## src/rtl/rv32_pkg.sv

```systemverilog
// rv32_pkg
// Shared RV32I decode definitions: base opcodes, the bubble instruction,
// bit positions inside the decode control vector and an opcode-to-immediate
// format classifier used by the decode stage.
package rv32_pkg;

  // Base RV32I major opcodes (instr[6:0])
  localparam logic [6:0] OP_R      = 7'b0110011;
  localparam logic [6:0] OP_IMM    = 7'b0010011;
  localparam logic [6:0] OP_LOAD   = 7'b0000011;
  localparam logic [6:0] OP_STORE  = 7'b0100011;
  localparam logic [6:0] OP_BRANCH = 7'b1100011;
  localparam logic [6:0] OP_JAL    = 7'b1101111;
  localparam logic [6:0] OP_JALR   = 7'b1100111;
  localparam logic [6:0] OP_LUI    = 7'b0110111;
  localparam logic [6:0] OP_AUIPC  = 7'b0010111;

  // addi x0,x0,0 -- what a bubble looks like downstream
  localparam logic [31:0] NOP_INSTR = 32'h0000_0013;

  // ctrl_out = {illegal, jump, branch, mem_write, mem_read, mem_to_reg, alu_src_imm, reg_write}
  localparam int CTRL_W           = 8;
  localparam int CTRL_REG_WRITE   = 0;
  localparam int CTRL_ALU_SRC_IMM = 1;
  localparam int CTRL_MEM_TO_REG  = 2;
  localparam int CTRL_MEM_READ    = 3;
  localparam int CTRL_MEM_WRITE   = 4;
  localparam int CTRL_BRANCH      = 5;
  localparam int CTRL_JUMP        = 6;
  localparam int CTRL_ILLEGAL     = 7;

  typedef enum logic [2:0] {
    FMT_R,
    FMT_I,
    FMT_S,
    FMT_B,
    FMT_U,
    FMT_J,
    FMT_BAD
  } imm_fmt_e;

  // Which immediate layout an opcode uses; R-type and unknown opcodes carry none
  function automatic imm_fmt_e opcode_fmt(input logic [6:0] opcode);
    imm_fmt_e fmt;
    case (opcode)
      OP_R:                     fmt = FMT_R;
      OP_IMM, OP_LOAD, OP_JALR: fmt = FMT_I;
      OP_STORE:                 fmt = FMT_S;
      OP_BRANCH:                fmt = FMT_B;
      OP_LUI, OP_AUIPC:         fmt = FMT_U;
      OP_JAL:                   fmt = FMT_J;
      default:                  fmt = FMT_BAD;
    endcase
    return fmt;
  endfunction

endpackage

```

## src/rtl/reg_file.sv

```systemverilog
// reg_file
// 32-entry architectural register file for the decode stage.
//   stage_clk, reset(active-low async clear)
//   we/waddr/wdata  : synchronous write port driven by writeback
//   raddr1/raddr2   : combinational read addresses
//   rdata1/rdata2   : read data; x0 always reads 0, and a same-cycle write
//                     to the addressed register is bypassed onto the read
module reg_file #(
  parameter int XLEN  = 32,
  parameter int NREGS = 32
) (
  input  logic            stage_clk,
  input  logic            reset,
  input  logic            we,
  input  logic [4:0]      waddr,
  input  logic [XLEN-1:0] wdata,
  input  logic [4:0]      raddr1,
  input  logic [4:0]      raddr2,
  output logic [XLEN-1:0] rdata1,
  output logic [XLEN-1:0] rdata2
);

  logic [XLEN-1:0] regs [NREGS];

  // Entry 0 is never written, so it stays at its cleared value of zero
  always_ff @(posedge stage_clk or negedge reset) begin
    if (!reset) begin
      for (int i = 0; i < NREGS; i++) begin
        regs[i] <= '0;
      end
    end else if (we && (waddr != 5'd0)) begin
      regs[waddr] <= wdata;
    end
  end

  // Bypass gives write-then-read semantics without waiting for the edge
  always_comb begin
    rdata1 = '0;
    if (raddr1 != 5'd0) begin
      if (we && (waddr == raddr1)) rdata1 = wdata;
      else                         rdata1 = regs[raddr1];
    end
  end

  always_comb begin
    rdata2 = '0;
    if (raddr2 != 5'd0) begin
      if (we && (waddr == raddr2)) rdata2 = wdata;
      else                         rdata2 = regs[raddr2];
    end
  end

endmodule

```

## src/rtl/decode_unit.sv

```systemverilog
// decode_unit
// RV32I instruction decode stage feeding the ID/EX pipeline register.
//   stage_clk, reset(active-low async)
//   instr_in/pc_in   : instruction and its PC from fetch
//   stage_ena        : 1 = latch a new decode, 0 = hold
//   stage_x          : flush, inserts a bubble; wins over stage_ena
//   wb_we/wb_rd/wb_data : register-file write port from writeback
//   instr_out/pc_out/rs1_data/rs2_data/imm_out/rd_out/rs1_out/rs2_out/
//   ctrl_out/valid_out : registered decode results for execute
module decode_unit
  import rv32_pkg::*;
#(
  parameter int XLEN  = 32,
  parameter int NREGS = 32
) (
  input  logic              stage_clk,
  input  logic              reset,
  input  logic [XLEN-1:0]   instr_in,
  input  logic [XLEN-1:0]   pc_in,
  input  logic              stage_ena,
  input  logic              stage_x,
  input  logic              wb_we,
  input  logic [4:0]        wb_rd,
  input  logic [XLEN-1:0]   wb_data,
  output logic [XLEN-1:0]   instr_out,
  output logic [XLEN-1:0]   pc_out,
  output logic [XLEN-1:0]   rs1_data,
  output logic [XLEN-1:0]   rs2_data,
  output logic [XLEN-1:0]   imm_out,
  output logic [4:0]        rd_out,
  output logic [4:0]        rs1_out,
  output logic [4:0]        rs2_out,
  output logic [CTRL_W-1:0] ctrl_out,
  output logic              valid_out
);

  logic [6:0]        opcode;
  logic [4:0]        rd;
  logic [4:0]        rs1;
  logic [4:0]        rs2;
  imm_fmt_e          fmt;
  logic [31:0]       imm32;
  logic [XLEN-1:0]   imm_ext;
  logic [CTRL_W-1:0] ctrl;
  logic [XLEN-1:0]   rs1_rd_data;
  logic [XLEN-1:0]   rs2_rd_data;

  assign opcode = instr_in[6:0];
  assign rd     = instr_in[11:7];
  assign rs1    = instr_in[19:15];
  assign rs2    = instr_in[24:20];
  assign fmt    = opcode_fmt(opcode);

  reg_file #(
    .XLEN  (XLEN),
    .NREGS (NREGS)
  ) u_reg_file (
    .stage_clk (stage_clk),
    .reset     (reset),
    .we        (wb_we),
    .waddr     (wb_rd),
    .wdata     (wb_data),
    .raddr1    (rs1),
    .raddr2    (rs2),
    .rdata1    (rs1_rd_data),
    .rdata2    (rs2_rd_data)
  );

  // Reassemble the scattered immediate fields into a 32-bit signed value
  always_comb begin
    imm32 = '0;
    case (fmt)
      FMT_I:   imm32 = {{20{instr_in[31]}}, instr_in[31:20]};
      FMT_S:   imm32 = {{20{instr_in[31]}}, instr_in[31:25], instr_in[11:7]};
      FMT_B:   imm32 = {{19{instr_in[31]}}, instr_in[31], instr_in[7],
                        instr_in[30:25], instr_in[11:8], 1'b0};
      FMT_U:   imm32 = {instr_in[31:12], 12'h000};
      FMT_J:   imm32 = {{11{instr_in[31]}}, instr_in[31], instr_in[19:12],
                        instr_in[20], instr_in[30:21], 1'b0};
      default: imm32 = '0;
    endcase
  end

  assign imm_ext = {{(XLEN-31){imm32[31]}}, imm32[30:0]};

  // Control decode; an unknown opcode raises only the illegal bit and lets
  // execute take the exception. Writing x0 is pointless, so reg_write drops.
  always_comb begin
    ctrl = '0;
    case (opcode)
      OP_R: begin
        ctrl[CTRL_REG_WRITE] = 1'b1;
      end
      OP_IMM, OP_LUI, OP_AUIPC: begin
        ctrl[CTRL_REG_WRITE]   = 1'b1;
        ctrl[CTRL_ALU_SRC_IMM] = 1'b1;
      end
      OP_LOAD: begin
        ctrl[CTRL_REG_WRITE]   = 1'b1;
        ctrl[CTRL_ALU_SRC_IMM] = 1'b1;
        ctrl[CTRL_MEM_READ]    = 1'b1;
        ctrl[CTRL_MEM_TO_REG]  = 1'b1;
      end
      OP_STORE: begin
        ctrl[CTRL_ALU_SRC_IMM] = 1'b1;
        ctrl[CTRL_MEM_WRITE]   = 1'b1;
      end
      OP_BRANCH: begin
        ctrl[CTRL_BRANCH] = 1'b1;
      end
      OP_JAL, OP_JALR: begin
        ctrl[CTRL_REG_WRITE]   = 1'b1;
        ctrl[CTRL_ALU_SRC_IMM] = 1'b1;
        ctrl[CTRL_JUMP]        = 1'b1;
      end
      default: begin
        ctrl[CTRL_ILLEGAL] = 1'b1;
      end
    endcase
    if (rd == 5'd0) ctrl[CTRL_REG_WRITE] = 1'b0;
  end

  // ID/EX register: flush beats enable, otherwise everything holds
  always_ff @(posedge stage_clk or negedge reset) begin
    if (!reset) begin
      instr_out <= XLEN'(NOP_INSTR);
      pc_out    <= '0;
      rs1_data  <= '0;
      rs2_data  <= '0;
      imm_out   <= '0;
      rd_out    <= '0;
      rs1_out   <= '0;
      rs2_out   <= '0;
      ctrl_out  <= '0;
      valid_out <= 1'b0;
    end else if (stage_x) begin
      instr_out <= XLEN'(NOP_INSTR);
      pc_out    <= '0;
      rs1_data  <= '0;
      rs2_data  <= '0;
      imm_out   <= '0;
      rd_out    <= '0;
      rs1_out   <= '0;
      rs2_out   <= '0;
      ctrl_out  <= '0;
      valid_out <= 1'b0;
    end else if (stage_ena) begin
      instr_out <= instr_in;
      pc_out    <= pc_in;
      rs1_data  <= rs1_rd_data;
      rs2_data  <= rs2_rd_data;
      imm_out   <= imm_ext;
      rd_out    <= rd;
      rs1_out   <= rs1;
      rs2_out   <= rs2;
      ctrl_out  <= ctrl;
      valid_out <= 1'b1;
    end
  end

endmodule

```

## config.mk

```make
export PLATFORM = sky130hd
export DESIGN_NAME = decode_unit
export DESIGN_NICKNAME = d
export VERILOG_FILES = /design/src/rtl/rv32_pkg.sv /design/src/rtl/reg_file.sv /design/src/rtl/decode_unit.sv
export SDC_FILE = /design/constraint.sdc
export NUM_CORES = 2
export LEC_CHECK = 0
export CORE_ASPECT_RATIO = 0.6
export CORE_MARGIN = 4
export CORE_UTILIZATION = 55
export DETAILED_ROUTE_END_ITERATION = 10
export PLACE_DENSITY = 0.79
export SKIP_CTS_REPAIR_TIMING = 1
export SLEW_MARGIN = 25
export SYNTH_ARGS = -nofsm -noshare
export SYNTH_HDL_FRONTEND = slang
export SYNTH_HIERARCHICAL = 1
export SYNTH_SLANG_ARGS = --single-unit
```

## constraint.sdc

```tcl
create_clock -name stage_clk -period 1.8 [get_ports stage_clk]
set_input_delay 0.54 -clock stage_clk [delete_from_list [all_inputs] [get_ports stage_clk]]
set_output_delay 0.54 -clock stage_clk [all_outputs]
set_load 0.005 [all_outputs]
```

==> reports/qor.yml <==
synthesis:
  synthAdderAreaFrac_pct: 0.0200
  synth_seq_area_share_pct: 47.6
  yosys.cell_types.count: 72
  postSynthAreaPerCell_um2: 14.0
  ys_async_sr_fraction_pct: 100
  yosys.area_share.simple_pct: 4.85
  synth_edf_count: 0
  synth_flop_cell: "dfrtp_1"
  synth_top_family_by_area: "multiplexers"
  synth-seq-cells: 1192
  syn_area_mm2: 0.0627
  synth-xor-area-share_pct: 0.140
  synthMuxAreaShare_pct: 39.8
  synth-compound-area-share_pct: 3.69
  synthCells: 4485
  yosysWarnings: 6
  syn_nets: 4592
sta:
  finalClockSkew_ns: 0.0290
  maxSlewHeadroom_pct: 49.4
  rsz0062_at_grt: "yes"
  worstMarginPinSlew_ns: 0.752
  setup_viol: 301
  setup_tns_ns: -23.83
  finalMaxSlewViolations: 0
  min_period_ns: 2.15
  finalHoldViolations: 0
  max_freq_mhz: 465
  period_share_pct: 119
  worst_slack_ns: -0.350
route:
  totalWireLength_um: 250000
  postRouteAntennaNets: 0
  post_drt_wl_per_cell_um: 34.9
  remaining_drc_errors: 0
  viasPerCell: 7.14
  drt_pass1_iterations: 7
  vias: 51300
  drt_iter0_drc: 7854
clock_network:
  clk_pin_slew_ns: 0.07
  cts_tree: "done"
  cts_max_level: 3
  clock_sinks: 1192
  cts_made_buffers: 108
  insertion_delay_ns: 0.75
  cts_max_path_buffers: 3
  root_buffer: "clkbuf_16"
critical_path:
  crit_path_start_kind: "primary input"
  r2r_slack_ns: -0.34
  worst_ep_arrival_time_ns: 2.76
  rr_endpoint: "rs2_data[30]"
  rr_worst_depth: 7
  path_class: "primary input to register"
  critPathMaxFanout: 9
  rr_startpoint: "u_reg_file/regs[766]"
  crit_required_ns: 2.41
  worst_setup_path_end_kind: "register"
die:
  chipHeight_um: 270
  core_mm2: 0.113
  die_area_mm2: 0.120
  die_w_um: 444
  io_pins: 290
  rows: 95
  initial_core_util_pct: 55.7
power_and_ir_drop:
  leakagePower_uw: 0.0381
  p_switching_uw: 24000
  switching_share_pct: 28.8
  p_comb_share_pct: 25.8
  ir_drop_uv: 1110
  p_int_uw: 59300
  seqPwrFrac_pct: 42.3
  p_per_area_mw_per_mm2: 1010
  p_clk_share_pct: 31.9
placed_design:
  gp_congestion: 0.959
  numPortBuffers: 289
  hpwl_um: 156000
status:
  violations: "setup timing"
  status: "finished with violations"
layout:
  layout_commonest_cell: "dfrtp_1"
  layout-drive-gt1-share_pct: 59.7
  fin_util_pct: 73.7
  synthToLayoutAreaGrowth_pct: 32.2
  finalNetCount: 5682
  nFillCells: 6286
  layout_common_cells: "dfrtp_1, buf_4, mux2_2"
min_path:
  hold_end: "instr_out[0]"
  min_from: "instr_in[0]"
  hp-class: "primary input to register"
  whs_path_depth: 2
flow_run:
  maxCapViolCount: 0
grt:
  grt_max_degree: 73
  grt_pass1_wl_um: 338000
  grt_usage_pct: 37.9
  grt_pass1_vias: 49900
  grt_antenna_before_repair: 9
  overflow: 0
## critical path, stage by stage
cell and delay (ns):
buf_16 0.12, buf_16 0.19, buf_8 0.16, clkbuf_16 0.17, mux4_2 0.55, mux2i_1 0.17, o22ai_1 0.13, nor3_2 0.22
buf_4 0.17, nor3_4 0.04, mux2i_1 0.19, nor2_1 0.10
## metal layers
| layer | GRT usage [%] | part of all wire, % | vias up |
|---|---|---|---|
| met5 | 0.159 | 0.083 | - |
| met4 | 18.9 | 7.7 | 4 |
| met3 | 15.0 | 15 | 1335 |
| met2 | 53.0 | 42 | 4724 |
| met1 | 51.7 | 35 | 26000 |
| li1 | - | - | 19100 |
## cell families (layout without fill, tap and decap cells)
family	Yosys count	in the layout
AOI/OAI and AO/OA	308	308
adders and majority gates	1	1
DFF	1192	1192
muxes	1812	1812
xor gates and xnor gates	10	10
and+or+nand+nor	663	663
buffers and inverters	499	1678
other	0	10
## final cells by class
type	instances	area, um^2	area share (%)
clock inverters	59	906	1.09
flip-flops and latches	1192	29800	36.0
inverters	11	47.5	0.0573
multi-input cells	2794	32900	39.7
well taps	1503	1880	2.27
repair buffers	1468	14200	17.2
clock buffers	140	3080	3.71
diodes	10	25.0	0.0302
## registers in the layout, summed over array words and instances (netlist names)
name and flops:
u_reg_file/regs 1024, pc_out 32, instr_out 32, rs1_data 32, ctrl_out 7, valid_out 1
rs2_data 32, imm_out 32
## synth_stat cells (all sizes together), types with 16 or more instances
| master | n | area [um^2] |
|---|---|---|
| dfrtp | 1189 | 29800 |
| mux2 | 1107 | 12500 |
| mux4 | 435 | 9810 |
| mux2i | 270 | 2700 |
| nor2 | 248 | 931 |
| clkbuf | 245 | 920 |
| buf | 243 | 1490 |
| nand2 | 156 | 586 |
| nand3 | 83 | 420 |
| o22ai | 78 | 488 |
| nor3 | 53 | 270 |
| o21ai | 40 | 200 |
| a22oi | 32 | 240 |
| nor4 | 31 | 209 |
| o211ai | 27 | 203 |
| a221o | 22 | 220 |
| a221oi | 20 | 175 |
| nor2b | 19 | 119 |
| a22o | 16 | 140 |
## power groups by stage
stage	clock, uW	sequential (uW)	combinational [uW]
2_1_floorplan	0	33900	11900
3_3_place_gp	0	34700	18600
3_5_place_dp	0	35100	19300
4_1_cts	26400	34700	19500
5_1_grt	27700	35500	22400
6_report	26600	35300	21500
## metrics by stage
stage	setup slack, ns	power, uW	instances	cell area [um^2]	hold WS, ns
final	-0.350	83300	7177	82900	0.0798
after global routing	-0.405	85600	7172	82900	0.0775
after CTS	-0.656	80700	6973	79900	-0.370
after detailed placement	-1.29	54400	6774	75900	0.383
after global placement	-1.22	53300	6774	75900	0.378
after floorplan	-0.713	45900	4485	64700	0.244
## how the worst max path moves through the flow
stage                     cells past startpoint                  from      endpoint  slack [ns]
after floorplan                              10           instr_in[3]   imm_out[24]       -0.71
after global placement                       11           instr_in[2]   imm_out[28]       -1.22
after detailed placement                     11           instr_in[2]   imm_out[14]       -1.29
after CTS                                     1          rs2_data[14]  rs2_data[14]       -0.66
after global routing                          7  u_reg_file/regs[766]  rs2_data[30]       -0.41
final                                        12          instr_in[15]  rs1_data[20]       -0.35
Note: power is estimated with default switching activity, not from simulation.
